File: src/rtl/fetch_unit.sv
// fetch_unit: instruction-fetch stage plus IF/ID pipeline register.
//
// Owns the PC and drives a single-outstanding request/grant/response
// handshake to instruction memory. Handles redirects from the control unit,
// squashes a fetch that was already in flight when a redirect happened, and
// parks a returning instruction in a skid register while IF/ID is stalled.
//
// Ports:
//   clk, resetn              clock (rising edge), async active-low reset
//   pcSel[1:0]               next-PC select: 0 pc+4, 1 brTarget, 2 jalrTarget, 3 TRAP_VEC
//   pcStall                  masks pcSel (no redirect while set)
//   ifidStall                hold IF/ID contents
//   brTarget, jalrTarget     redirect targets
//   imemReq, imemAddr        fetch request and word-aligned address
//   imemGnt                  request accepted this cycle
//   imemRvalid, imemRdata    in-order response
//   dinst, dpc, dvalid       IF/ID register toward decode
//
// state | meaning
// ------+--------------------------------------------------------------
// REQ   | no request outstanding, requesting pc (or redirect target)
// WAIT  | request granted, awaiting its response
// HOLD  | response parked in skid register while IF/ID is stalled

module fetch_unit #(
    parameter logic [31:0] RESET_PC = 32'h0000_0000,
    parameter logic [31:0] TRAP_VEC = 32'h0000_0004,
    parameter logic [31:0] NOP      = 32'h0000_0013
) (
    input  logic        clk,
    input  logic        resetn,
    input  logic [1:0]  pcSel,
    input  logic        pcStall,
    input  logic        ifidStall,
    input  logic [31:0] brTarget,
    input  logic [31:0] jalrTarget,
    output logic        imemReq,
    output logic [31:0] imemAddr,
    input  logic        imemGnt,
    input  logic        imemRvalid,
    input  logic [31:0] imemRdata,
    output logic [31:0] dinst,
    output logic [31:0] dpc,
    output logic        dvalid
);

    typedef enum logic [1:0] {
        S_REQ  = 2'd0,
        S_WAIT = 2'd1,
        S_HOLD = 2'd2
    } state_e;

    state_e      state_q, state_d;
    logic [31:0] pc_q, pc_d;
    logic [31:0] req_pc_q, req_pc_d;
    logic [31:0] skid_q, skid_d;
    logic        squash_q, squash_d;
    logic [31:0] dinst_q, dinst_d;
    logic [31:0] dpc_q, dpc_d;
    logic        dvalid_q, dvalid_d;

    logic        redirect;
    logic [31:0] tgt_raw;
    logic [31:0] tgt;
    logic [31:0] seq_pc;
    logic        req_c;
    logic [31:0] addr_c;

    assign redirect = (pcSel != 2'd0) && !pcStall;
    assign seq_pc   = req_pc_q + 32'd4;

    // Clearing [1:0] of every target also covers the JALR bit0 rule.
    always_comb begin
        tgt_raw = '0;
        case (pcSel)
            2'd1:    tgt_raw = brTarget;
            2'd2:    tgt_raw = jalrTarget;
            2'd3:    tgt_raw = TRAP_VEC;
            default: tgt_raw = '0;
        endcase
        tgt = tgt_raw & 32'hFFFF_FFFC;
    end

    always_comb begin
        state_d  = state_q;
        pc_d     = pc_q;
        req_pc_d = req_pc_q;
        skid_d   = skid_q;
        squash_d = squash_q;
        dinst_d  = dinst_q;
        dpc_d    = dpc_q;
        dvalid_d = dvalid_q;
        req_c    = 1'b0;
        addr_c   = pc_q;

        case (state_q)
            S_REQ: begin
                req_c  = 1'b1;
                addr_c = redirect ? tgt : pc_q;
                if (redirect) pc_d = tgt;
                if (imemGnt) begin
                    state_d  = S_WAIT;
                    req_pc_d = addr_c;
                end
                if (!ifidStall || redirect) begin
                    dinst_d  = NOP;
                    dvalid_d = 1'b0;
                end
            end

            S_WAIT: begin
                if (!imemRvalid) begin
                    if (redirect) begin
                        pc_d     = tgt;
                        squash_d = 1'b1;
                        dinst_d  = NOP;
                        dvalid_d = 1'b0;
                    end else if (!ifidStall) begin
                        dinst_d  = NOP;
                        dvalid_d = 1'b0;
                    end
                end else if (squash_q || redirect) begin
                    // Stale response: drop it and immediately fetch the new path.
                    squash_d = 1'b0;
                    if (!ifidStall || redirect) begin
                        dinst_d  = NOP;
                        dvalid_d = 1'b0;
                    end
                    if (redirect) pc_d = tgt;
                    req_c  = 1'b1;
                    addr_c = redirect ? tgt : pc_q;
                    if (imemGnt) req_pc_d = addr_c;
                    else         state_d  = S_REQ;
                end else if (!ifidStall) begin
                    dinst_d  = imemRdata;
                    dpc_d    = req_pc_q;
                    dvalid_d = 1'b1;
                    pc_d     = seq_pc;
                    // Back-to-back request keeps one instruction per cycle.
                    req_c    = 1'b1;
                    addr_c   = seq_pc;
                    if (imemGnt) req_pc_d = seq_pc;
                    else         state_d  = S_REQ;
                end else begin
                    skid_d  = imemRdata;
                    state_d = S_HOLD;
                end
            end

            S_HOLD: begin
                if (redirect) begin
                    pc_d     = tgt;
                    dinst_d  = NOP;
                    dvalid_d = 1'b0;
                    state_d  = S_REQ;
                end else if (!ifidStall) begin
                    dinst_d  = skid_q;
                    dpc_d    = req_pc_q;
                    dvalid_d = 1'b1;
                    pc_d     = seq_pc;
                    state_d  = S_REQ;
                end
            end

            default: state_d = S_REQ;
        endcase
    end

    always_ff @(posedge clk or negedge resetn) begin
        if (!resetn) begin
            state_q  <= S_REQ;
            pc_q     <= RESET_PC;
            req_pc_q <= RESET_PC;
            skid_q   <= NOP;
            squash_q <= 1'b0;
            dinst_q  <= NOP;
            dpc_q    <= '0;
            dvalid_q <= 1'b0;
        end else begin
            state_q  <= state_d;
            pc_q     <= pc_d;
            req_pc_q <= req_pc_d;
            skid_q   <= skid_d;
            squash_q <= squash_d;
            dinst_q  <= dinst_d;
            dpc_q    <= dpc_d;
            dvalid_q <= dvalid_d;
        end
    end

    // Request is gated by reset so nothing is issued while resetn is low.
    assign imemReq  = req_c & resetn;
    assign imemAddr = addr_c;
    assign dinst    = dinst_q;
    assign dpc      = dpc_q;
    assign dvalid   = dvalid_q;

endmodule
File: config.mk
export PLATFORM = sky130hd
export DESIGN_NAME = fetch_unit
export DESIGN_NICKNAME = d
export VERILOG_FILES = /design/src/rtl/fetch_unit.sv
export SDC_FILE = /design/constraint.sdc
export NUM_CORES = 1
export LEC_CHECK = 0
export CAP_MARGIN = 10
export CORE_ASPECT_RATIO = 0.5
export CORE_MARGIN = 2
export CORE_UTILIZATION = 30
export CTS_BUF_LIST = sky130_fd_sc_hd__clkbuf_8
export CTS_CLUSTER_DIAMETER = 120
export DETAILED_ROUTE_END_ITERATION = 10
export SLEW_MARGIN = 20
export SYNTH_ARGS = -nofsm -noshare
export SYNTH_HDL_FRONTEND = slang
export SYNTH_SLANG_ARGS = --single-unit
File: constraint.sdc
create_clock -name clk -period 5.5 [get_ports clk]
set_clock_uncertainty 0.05 [all_clocks]
set_input_delay 1.65 -clock clk [delete_from_list [all_inputs] [get_ports clk]]
set_output_delay 1.65 -clock clk [all_outputs]
set_load 0.05 [all_outputs]
# Yosys cells after proc, flatten, opt, wreduce, memory -nomap -nowiden
# Cells that the tools add are included.
[word_totals]
reg_bits = 164
input_bits = 104
output_inout_bits = 98
word_cells = 96
[op_classes]
add_sub_neg = 1
eq_ne = 15
muxes = 52
n_bitwise = 2
reduce_logical = 18
[ops]
columns = ["op", "n"]
rows = [
  ["32-bit two-way mux", 23],
  ["32-bit one-hot mux with 3 select lines", 3],
  ["32-bit one-hot mux with 2 select lines", 3],
  ["32-bit by 3-bit adder with 32-bit output, second input constant", 1],
  ["4-bit AND reduction", 4],
  ["2-bit two-way mux", 7],
  ["1-bit two-way mux", 13],
  ["3-bit inequality test, second input constant", 3],
  ["2-bit inequality test, second input constant", 4],
  ["4-bit inequality test, second input constant", 2],
  ["2-bit nonzero test", 4],
  ["2-bit equality test, second input constant", 3],
  ["2-bit one-hot mux with 3 select lines", 1],
  ["3-bit AND reduction", 2],
  ["2-bit by 1-bit equality test with 1-bit output, second input constant", 2],
  ["1-bit one-hot mux with 3 select lines", 1],
  ["3-bit nonzero test", 1],
  ["1-bit zero test", 2],
  ["2-bit zero test", 1],
  ["1-bit logical OR", 2],
  ["2-bit by 1-bit inequality test with 1-bit output, second input constant", 1],
  ["1-bit one-hot mux with 2 select lines", 1],
  ["2-bit AND reduction", 1],
  ["1-bit bitwise AND", 1],
  ["2 further kinds", 2],
]

# Longest topological paths before layout
# Gate-level depths: netlist (run 1).
[logic_depth]
word_depth = 7
depth_mapped = 10

# Worst setup path before layout (run 1)
# Ideal clock, no wire load.
[synth_timing]
path_kind = "input to output"
startpoint = "in ifidStall"
endpoint = "out imemAddr[30]"
arrival_ps = 3737
required_ps = 3800
path_slack_ps = 63
stages = 7
path_cell_list = "clkbuf_1 -> inv_1 -> buf_2 -> clkbuf_1 -> buf_1 -> a21boi_0 -> o221ai_1"
[synth_via]
elab_chain_cells = 4
[synth_lines]
columns = ["element", "line_no", "source"]
rows = [
  ["from (decl)", "34", "input logic ifidStall,"],
  ["32-bit two-way mux", "134", "end else if (!ifidStall) begin"],
  ["32-bit two-way mux", "--", ""],
  ["32-bit two-way mux", "112", "if (!imemRvalid) begin"],
  ["32-bit one-hot mux with 2 select lines", "96", "case (state_q)"],
  ["to (decl)", "38", "output logic [31:0] imemAddr,"],
]
# No other way between the ends.

# Final worst setup path (run 1)
[layout_timing]
startpoint = "in pcSel[1]"
endpoint = "out imemAddr[9]"
[layout_via]
elab_chain_cells = 6
word_cells_on_any_way = 11
classes_between = "eq/ne: 3; mux: 5; reduce/logical: 3"
[layout_lines]
columns = ["element", "line_no", "source"]
rows = [
  ["from (decl)", "32", "input logic [1:0] pcSel,"],
  ["2-bit equality test, or another cell as far along", "75", "case (pcSel)"],
  ["32-bit one-hot mux with 3 select lines or 1-bit logical AND (tied branches)", "75, 69", ""],
  ["32-bit two-way mux or 1-bit logical OR (tied branches)", "--", ""],
  ["32-bit two-way mux", "--", ""],
  ["32-bit two-way mux", "112", ""],
  ["32-bit one-hot mux with 2 select lines (*)", "96", ""],
]
# Every way passes the cells marked *; elsewhere a longest branch is shown, timed or not.

==> results of run 1 <==
==> cells in the mapped netlist, types with 19 or more instances <==
master / count
dfrtp_1: 158
nand2_1: 146
o21ai_0: 103
a21oi_1: 97
nor2_1: 96
clkbuf_1: 89
mux2_1: 51
a22oi_1: 44
nand3_1: 32
o22ai_1: 32
inv_1: 31
o21ai_1: 30
a2bb2oi_1: 27
buf_2: 27
a221oi_1: 23
nand2b_1: 23
mux2_2: 22
xnor2_1: 19
==> worst min-delay path, cell delays in order (launching register included) <==
cell,delay (ns)
dfrtp_1,0.35
nand2_1,0.04
o21ai_0,0.06
==> final cells by class <==
cell class	instances	area, sq um	share of cell area
Inverter	35	131	0.00865
Clock inverter	14	128	0.00840
Sequential cell	164	4110	0.271
Timing Repair Buffer	334	3330	0.219
Clock buffer	18	248	0.0163
Multi-Input combinational cell	1023	6630	0.436
Tap cell	494	618	0.0407
==> how the worst max path moves through the flow <==
stage                   endpoint  cells past startpoint  slack [ns]  startpoint
CTS                  imemAddr[3]                      8        0.13    pcSel[1]
finish               imemAddr[9]                     10        0.11    pcSel[1]
detailed placement   imemAddr[9]                     10       -0.17    pcSel[1]
floorplan           imemAddr[30]                      7        0.06   ifidStall
global route        imemAddr[23]                      9        0.05    pcSel[1]
global placement     imemAddr[9]                     10       -0.16    pcSel[1]
==> sequential cells by signal (all words and copies together), names as in the netlist <==
name and count:
dvalid 1, dinst 32, squash_q 1, state_q 2
dpc 32, skid_q 32, req_pc_q 32, pc_q 32
==> layer usage <==
layer | vias to the layer above | track usage | wire length (um)
met1 | 6001 | 0.292 | 18800
met5 | - | 0 | 0
met2 | 524 | 0.377 | 21600
met3 | 115 | 0.0385 | 3010
met4 | 0 | 0.105 | 2010
li1 | 5543 | - | -
==> through the flow <==
| step | cells | instance area (sq um) |
|---|---|---|
| floorplan | 1349 | 11400 |
| global placement | 2050 | 14800 |
| detailed placement | 2050 | 14800 |
| CTS | 2082 | 15200 |
| global route | 2082 | 15200 |
| finish | 2082 | 15200 |
==> logic make-up after synthesis <==
kind of cell               count (synthesis)
muxes                                     87
buffers and inverters                    162
AOI/OAI and AO/OA                        534
xor gates and xnor gates                  20
DFF                                      164
adders and majority gates                  5
and+or+nand+nor                          377
==> power by group through the flow <==
stage	clock (mW)	combinational (mW)	sequential (mW)
after floorplan	0	2.99	2.65
after global placement	0	5.75	2.29
after detailed placement	0	5.79	2.31
after CTS	0.915	5.81	2.28
after global routing	0.967	6.16	2.37
final	0.890	5.84	2.29
==> out/qor.json, run 1 <==
{
  "clock_network": {
    "cts.reportedPaths.clkPinSlew_ns": 0.09,
    "tritoncts": "yes",
    "count_of_hold_buffers_inserted_by_post_cts_repair": 0,
    "clock_sinks": 164,
    "post-cts-setup-buffer-count": 0,
    "clock_latency_ns": 0.51,
    "post_cts_resize_count": 2,
    "clk_path_buf_depth": 2,
    "tritoncts.num_buffers": 17,
    "root_buffer": "clkbuf_8",
    "h-tree-depth": 4
  },
  "floorplanning": {
    "fp.coreArea_sq_um": 37300,
    "die-area_sq_um": 39500,
    "floorplan.rows": 50,
    "pin_count": 202,
    "die-width_um": 279,
    "die_ht_um": 142,
    "start_util": 0.304
  },
  "power": {
    "p_per_area_nw_per_um2": 594,
    "combPwrFrac": 0.647,
    "report.power.total_mw": 9.02,
    "power.net_switching_mw": 4.62,
    "netSwitchingFraction": 0.512,
    "internal_power_mw": 4.40,
    "worst_ir_drop_vdd_uv": 281,
    "clock_power_share": 0.099,
    "power.static_leakage_nw": 6.06,
    "seq_power_share": 0.254
  },
  "timing": {
    "setup_total_negative_slack_ns": 0,
    "fin_crit_ns": 5.39,
    "finalHoldViolations": 0,
    "tightest_slew_ns": 1.18,
    "achievable-frequency_mhz": 186,
    "timing.final.setup_violations": 0,
    "final.setup.worst_slack_ns": 0.112,
    "timing.hold.ws_ns": 0.434,
    "timing.slew.headroom": 0.216,
    "layout_worst_path_cycle_share": 0.980,
    "grt_setup_unrepaired": "no",
    "timing.final.max_slew_violations": 0
  },
  "finish": {
    "drive_gt1_frac": 0.162,
    "commonest_non_fill_non_tap_cells_in_the_layout": "159 x clkdlybuf4s50_1, 158 x dfrtp_1, 146 x nand2_1",
    "fillerInstances": 3784,
    "n_antenna_cell": 0,
    "layout-area-overhead-vs-synth_pct": 33.8,
    "finalCoreUtilization": 0.407,
    "layout_commonest_cell": "clkdlybuf4s50_1",
    "finish.net_count": 1684
  },
  "yosys": {
    "synth_top_flop_cell": "dfrtp_1",
    "combinational_family_with_the_most_area_after_synthesis": "compound AO/OA/AOI/OAI gates",
    "synth_fp_nets": 1458,
    "ys_seq_elements": 164,
    "share_of_the_synthesized_area_in_compound_gates_ao_oa_aoi_oai": 0.322,
    "number_of_enable_flip_flop_cells_after_synthesis": 0,
    "asr_flop_ratio_synth": 1.00,
    "netlist_instances": 1349,
    "synth_top_area_cell": "dfrtp_1",
    "register_area_share_after_synthesis": 0.362,
    "synth_xor_xnor_area_share": 0.0154,
    "synth-adder-area-share": 0.00551,
    "synth_top_cells_by_area": "dfrtp_1 35%, mux2_1 5.1%, nand2_1 4.8%",
    "synth_warnings": 0,
    "yosys.area_share.simple": 0.153,
    "synth.distinct_cells": 78,
    "synth.area.mux_share": 0.0847,
    "syn_avg_cell_area_sq_um": 8.42,
    "post_synth_instance_area_sq_um": 11400,
    "synth.top_cell.area_share": 0.348
  },
  "route": {
    "avgViaCountPerCell": 5.85,
    "via_count": 12200,
    "first_iter_violations": 1261,
    "drc": 0,
    "route.detailed.wl_per_inst_um": 21.8,
    "post_route_ant_nets": 0,
    "detailedRoute.firstPassIterationCount": 8,
    "drt_wl_total_um": 45300
  },
  "grt": {
    "grt_overflow_total": 0,
    "antenna_found_initial": 0,
    "first_global_vias": 11700,
    "globalRouteTotalUtil": 0.227,
    "maximum_number_of_pins_on_one_net_before_global_route_repair": 144,
    "wire_length_of_the_first_global_routing_pass_um": 69100
  },
  "placed_design": {
    "dp_slack_ns": -0.170,
    "dp_hpwl_um": 33200,
    "number_of_port_buffers": 197,
    "routabilityCongestion": 0.948
  },
  "critical_path": {
    "critical_path.n_buffers_inverters": 4,
    "worstSetupPathType": "in2out",
    "worstRegToRegCells": 8,
    "timing.critical_path.to_type": "primary output",
    "critical_path.max_stage_delay_ns": 0.37,
    "cp_data_required_time_ns": 3.80,
    "ff2ff_setup_slack_ns": 2.32,
    "critPathSlowestCell": "dlygate4sd2_1",
    "cp_cell_sequence": "dlygate4sd2_1 -> buf_4 -> o21bai_2 -> buf_4 -> a221o_1 -> o21a_1 -> a31oi_1 -> a31oi_1 -> a21o_1 -> buf_12",
    "timing.rr.start": "state_q[1]$_DFFE_PN0P_",
    "path_max_fanout": 6,
    "r2r_end": "req_pc_q[16]$_DFFE_PN0P_",
    "crit_path_start_kind": "primary input",
    "cp.arrival_ns": 3.69,
    "cp_top_family": "compound AO/OA/AOI/OAI gates"
  },
  "min_path": {
    "hold_start": "dinst[21]$_DFFE_PN0P_",
    "worst_hold_path.num_cells": 2,
    "worstHoldEndpoint": "dinst[21]$_DFFE_PN0P_",
    "min-delay-path-class": "reg2reg"
  },
  "flow_run": {
    "drv.max_cap_violation_count": 0
  },
  "outcome": {
    "status": "complete, no violations"
  }
}
Power figures use the tool's default switching activity.
==> run 2, diff against run 1 <==
--- a/config.mk
+++ b/config.mk
@@ -7,7 +7,6 @@
 export LEC_CHECK = 0
 export CAP_MARGIN = 10
 export CORE_ASPECT_RATIO = 0.5
-export CORE_MARGIN = 2
 export CORE_UTILIZATION = 30
 export CTS_BUF_LIST = sky130_fd_sc_hd__clkbuf_8
 export CTS_CLUSTER_DIAMETER = 120
==> run 2 against run 1 <==
- total power rose by 0.60%
- count of clock-buffer cells in the layout rose by 1
- largest cell class unchanged
- combinational power barely moved
- die area fell by 2.1%
==> out/qor.json, run 2 (synthesis gave the netlist of run 1 again) <==
{
  "floorplanning": {
    "floorplan.rows": 49,
    "pin_count": 202,
    "die_ht_um": 140,
    "fp.coreArea_sq_um": 36600,
    "die-area_sq_um": 38700,
    "die-width_um": 277,
    "start_util": 0.310
  },
  "flow_run": {
    "drv.max_cap_violation_count": 0
  },
  "critical_path": {
    "r2r_end": "req_pc_q[4]$_DFFE_PN0P_",
    "cp_data_required_time_ns": 3.80,
    "critPathSlowestCell": "o21bai_2",
    "critical_path.max_stage_delay_ns": 0.33,
    "cp_top_family": "buffers and inverters",
    "ff2ff_setup_slack_ns": 2.28,
    "crit_path_start_kind": "primary input",
    "cp_cell_sequence": "dlygate4sd2_1 -> o21bai_2 -> nand2_1 -> buf_12 -> nor2_1 -> a21oi_1 -> mux2_2 -> a221o_1 -> buf_4",
    "worstRegToRegCells": 9,
    "timing.rr.start": "state_q[0]$_DFFE_PN0P_",
    "timing.critical_path.to_type": "primary output",
    "path_max_fanout": 17,
    "critical_path.n_buffers_inverters": 3,
    "worstSetupPathType": "in2out",
    "cp.arrival_ns": 3.65
  },
  "finish": {
    "commonest_non_fill_non_tap_cells_in_the_layout": "158 x dfrtp_1, 158 x clkdlybuf4s50_1, 145 x nand2_1",
    "layout-area-overhead-vs-synth_pct": 32.7,
    "finalCoreUtilization": 0.412,
    "finish.net_count": 1670,
    "drive_gt1_frac": 0.159,
    "n_antenna_cell": 0
  },
  "timing": {
    "grt_setup_unrepaired": "no",
    "final.setup.worst_slack_ns": 0.146,
    "timing.final.setup_violations": 0,
    "fin_crit_ns": 5.35,
    "achievable-frequency_mhz": 187,
    "layout_worst_path_cycle_share": 0.974,
    "tightest_slew_ns": 1.00,
    "timing.final.max_slew_violations": 0,
    "finalHoldViolations": 0,
    "timing.slew.headroom": 0.332
  },
  "placed_design": {
    "dp_slack_ns": -0.0717,
    "routabilityCongestion": 0.948,
    "number_of_port_buffers": 197,
    "dp_hpwl_um": 32900
  },
  "min_path": {
    "worstHoldEndpoint": "dinst[21]$_DFFE_PN0P_",
    "min-delay-path-class": "reg2reg",
    "worst_hold_path.num_cells": 2,
    "hold_start": "dinst[21]$_DFFE_PN0P_"
  },
  "grt": {
    "wire_length_of_the_first_global_routing_pass_um": 69300,
    "globalRouteTotalUtil": 0.231,
    "grt_overflow_total": 0,
    "first_global_vias": 11700,
    "antenna_found_initial": 0,
    "maximum_number_of_pins_on_one_net_before_global_route_repair": 78
  },
  "clock_network": {
    "clk_path_buf_depth": 2,
    "post-cts-setup-buffer-count": 0,
    "clock_sinks": 164,
    "clock_latency_ns": 0.52,
    "h-tree-depth": 4,
    "tritoncts.num_buffers": 17,
    "cts.reportedPaths.clkPinSlew_ns": 0.09,
    "tritoncts": "yes",
    "count_of_hold_buffers_inserted_by_post_cts_repair": 0,
    "root_buffer": "clkbuf_8"
  },
  "power": {
    "p_per_area_nw_per_um2": 602,
    "worst_ir_drop_vdd_uv": 350,
    "power.static_leakage_nw": 5.99
  },
  "route": {
    "route.detailed.wl_per_inst_um": 22.0,
    "via_count": 12200,
    "drc": 0,
    "avgViaCountPerCell": 5.91,
    "detailedRoute.firstPassIterationCount": 7,
    "drt_wl_total_um": 45300,
    "post_route_ant_nets": 0,
    "first_iter_violations": 1307
  },
  "outcome": {
    "status": "complete, no violations"
  }
}
[run 2: cell types whose count changed in the layout (fill, tap and decap cells not counted), moves of 2 or more]
| cell | change |
|---|---|
| buf_12 | -2 |
| clkinv_4 | +2 |
| clkinv_2 | +2 |
| inv_1 | -6 |
| buf_4 | -13 |
| inv_6 | +2 |
[run 2: what timing repair did]
| action | CTS | global route |
|---|---|---|
| setup endpoints to repair | 8 | 1 |
| resized for setup | 4 | 1 |
| endpoints found under the hold margin | 0 | 0 |
[run 2: worst max path at each step]
stage          cells past startpoint  slack [ns]  startpoint      endpoint
2_1_floorplan                      7        0.06   ifidStall  imemAddr[30]
3_3_place_gp                       9       -0.05    pcSel[1]   imemAddr[3]
3_5_place_dp                       8       -0.07    pcSel[1]  imemAddr[23]
4_1_cts                            8        0.12  imemRvalid  imemAddr[17]
5_1_grt                            9        0.05    pcSel[1]   imemAddr[3]
6_report                           9        0.15    pcSel[1]   imemAddr[3]
[run 2: worst min-delay path: stages, from the launching register on]
cell     delay [ns]
dfrtp_1        0.35
nand2_1        0.05
o21ai_0        0.06
[run 2: power by group]
part | switching, mW | internal (mW)
combinational | 3.58 | 2.28
clock | 0.527 | 0.388
sequential | 0.569 | 1.73
[run 2: layout make-up]
cell class,count,area [sq um]
Clock buffer,19,262
Clock inverter,13,124
Fill cell,3617,21500
Inverter,35,131
Multi-Input combinational cell,1023,6640
Sequential cell,164,4110
Tap cell,484,606
Timing Repair Buffer,320,3200
[run 2: routing by layer]
layer	wire length [um]	track usage	vias to the layer above
li1	-	-	5511
met1	18800	0.297	5970
met2	21400	0.379	567
met3	3180	0.0473	121
met4	1860	0.0997	0
met5	0	0	-
[run 2: metrics by stage]
stage	std cells	hold slack, ns	total power, mW	cell area, sq um	setup TNS [ns]
5_1_grt	2058	0.462	9.54	15100	0
3_3_place_gp	2026	0.413	8.06	14700	-0.218
4_1_cts	2058	0.442	9.04	15100	0
3_5_place_dp	2026	0.419	8.12	14700	-0.309
2_1_floorplan	1349	0.409	5.64	11400	0
6_report	2058	0.437	9.07	15100	0
==> run 3, diff against run 2 <==
--- a/config.mk
+++ b/config.mk
@@ -11,7 +11,7 @@
 export CTS_BUF_LIST = sky130_fd_sc_hd__clkbuf_8
 export CTS_CLUSTER_DIAMETER = 120
 export DETAILED_ROUTE_END_ITERATION = 10
-export SLEW_MARGIN = 20
+export SLEW_MARGIN = 5
 export SYNTH_ARGS = -nofsm -noshare
 export SYNTH_HDL_FRONTEND = slang
 export SYNTH_SLANG_ARGS = --single-unit
==> constraint.sdc (replaced) <==
create_clock -name clk -period 4.4 [get_ports clk]
set_clock_uncertainty 0.05 [all_clocks]
set_input_delay 1.32 -clock clk [delete_from_list [all_inputs] [get_ports clk]]
set_output_delay 1.32 -clock clk [all_outputs]
set_load 0.05 [all_outputs]
==> run 3 against run 2 <==
- the flow now finishes with violations (setup timing)
- global-route usage grew 1.2 points
- sequential share of layout area fell by 2.1 points
- clock power grew 21%
- non-clock buffer count grew 119
- critical endpoint is now imemAddr[13]
- largest cell class unchanged
- largest power group unchanged
==> out/qor.json, run 3 (synthesis gave the netlist of run 1 again) <==
{
  "critical_path": {
    "timing.critical_path.to_type": "primary output",
    "path_max_fanout": 5,
    "cp_data_required_time_ns": 3.03,
    "critical_path.max_stage_delay_ns": 0.39,
    "cp_top_family": "compound AO/OA/AOI/OAI gates",
    "cp.arrival_ns": 3.09,
    "cp_cell_sequence": "buf_8 -> nor3b_4 -> buf_6 -> buf_6 -> a222oi_1 -> o21ai_1 -> a22o_1 -> a221o_1 -> buf_12",
    "critPathSlowestCell": "a222oi_1",
    "crit_path_start_kind": "primary input",
    "worstSetupPathType": "in2out",
    "most_frequent_cell_on_critical_path": "buf_6",
    "critical_path_cell_count": 9,
    "worstRegToRegCells": 24,
    "critical_path.n_buffers_inverters": 4
  },
  "finish": {
    "commonest_non_fill_non_tap_cells_in_the_layout": "224 x buf_4, 149 x clkdlybuf4s50_1, 148 x dfrtp_1",
    "multi_input_area_sq_um": 6890,
    "layout_commonest_cell": "buf_4",
    "fillerInstances": 3534,
    "finish.instance_area_sq_um": 16400,
    "n_antenna_cell": 0,
    "finish.net_count": 1789,
    "finalCoreUtilization": 0.447,
    "layout-area-overhead-vs-synth_pct": 44.2,
    "final-instance-count-excl-fill": 2174,
    "regArea_sq_um": 4120,
    "drive_gt1_frac": 0.248
  },
  "timing": {
    "timing.slew.headroom": 0.365,
    "setup_total_negative_slack_ns": -0.0604,
    "achievable-frequency_mhz": 224,
    "final.setup.worst_slack_ns": -0.0604,
    "fin_crit_ns": 4.46,
    "timing.final.setup_violations": 1,
    "tightest_slew_ns": 0.949,
    "timing.hold.ws_ns": 0.435,
    "grt_setup_unrepaired": "yes",
    "finalHoldViolations": 0,
    "layout_worst_path_cycle_share": 1.01,
    "timing.final.max_slew_violations": 0
  },
  "power": {
    "worst_ir_drop_vdd_uv": 463,
    "report.power.total_mw": 12.1,
    "power.static_leakage_nw": 6.73,
    "p_per_area_nw_per_um2": 738
  },
  "min_path": {
    "worst_hold_path.num_cells": 2,
    "min-delay-path-class": "reg2reg"
  },
  "clock_network": {
    "tritoncts.num_buffers": 17,
    "clock_latency_ns": 0.50,
    "clock_sinks": 164,
    "h-tree-depth": 4,
    "clk_path_buf_depth": 2,
    "root_buffer": "clkbuf_8",
    "cts.reportedPaths.clkPinSlew_ns": 0.08,
    "tritoncts": "yes"
  },
  "grt": {
    "wire_length_of_the_first_global_routing_pass_um": 73100,
    "maximum_number_of_pins_on_one_net_before_global_route_repair": 165,
    "first_global_vias": 12300,
    "antenna_found_initial": 0,
    "globalRouteTotalUtil": 0.243,
    "grt_overflow_total": 0
  },
  "floorplanning": {
    "fp.coreArea_sq_um": 36600,
    "start_util": 0.310,
    "die_ht_um": 140,
    "pin_count": 202,
    "die-width_um": 277,
    "die-area_sq_um": 38700,
    "floorplan.rows": 49
  },
  "route": {
    "via_count": 12700,
    "route.detailed.wl_per_inst_um": 21.8,
    "drt_wl_total_um": 47300,
    "first_iter_violations": 1516,
    "detailedRoute.firstPassIterationCount": 6,
    "avgViaCountPerCell": 5.83,
    "drc": 0,
    "post_route_ant_nets": 0
  },
  "flow_run": {
    "drv.max_cap_violation_count": 0
  },
  "placed_design": {
    "detailed_place.area_sq_um": 15300,
    "number_of_port_buffers": 197,
    "dp_hpwl_um": 33800,
    "placed_cells": 2100,
    "routabilityCongestion": 0.950,
    "dp_slack_ns": -0.572
  },
  "outcome": {
    "failed_checks": "setup timing",
    "status": "complete, but fails checks"
  }
}
[run 3: worst paths after layout]
check	slack (ns)	endpoint	from
min	0.43	dinst[3]$_DFFE_PN0P_	dinst[3]$_DFFE_PN0P_
min in group asynchronous	0.94	skid_q[24]$_DFFE_PN0P_	resetn
min reg2reg	0.43	dinst[3]$_DFFE_PN0P_	dinst[3]$_DFFE_PN0P_
max reg2reg	0.55	pc_q[3]$_DFFE_PN0P_	req_pc_q[3]$_DFFE_PN0P_
max in group asynchronous	2.60	req_pc_q[24]$_DFFE_PN0P_	resetn
max	-0.06	imemAddr[13]	pcSel[1]
[run 3: power breakdown]
group,switching (mW),internal (mW)
registers,0.659,2.18
logic,4.79,3.34
clock network,0.614,0.496
total,6.07,6.01
[run 3: tightest hold or removal path, cell delays in order, from the launching register on]
cell     delay, ns
dfrtp_1       0.35
nand2_1       0.04
o21ai_0       0.06
[run 3: final cells by class]
cell class	count	share of cell area
clock buffer	21	0.0176
clock inverter	8	0.00466
inverter	35	0.00840
multi-input combinational	1023	0.421
sequential	164	0.252
tap	484	0.0370
timing repair buffer	439	0.260
[run 3: layer usage]
layer	global-route usage	vias up	wire, um
met4	0.102	0	1670
met5	0	-	0
li1	-	5744	-
met2	0.401	629	22600
met1	0.313	6194	19300
met3	0.0463	114	3670
[run 3: what timing repair did]
item	CTS	global route
setup buffers	35	12
setup endpoints to repair	33	27
hold buffers	0	0
gates resized for setup	48	51
pin swaps	12	23
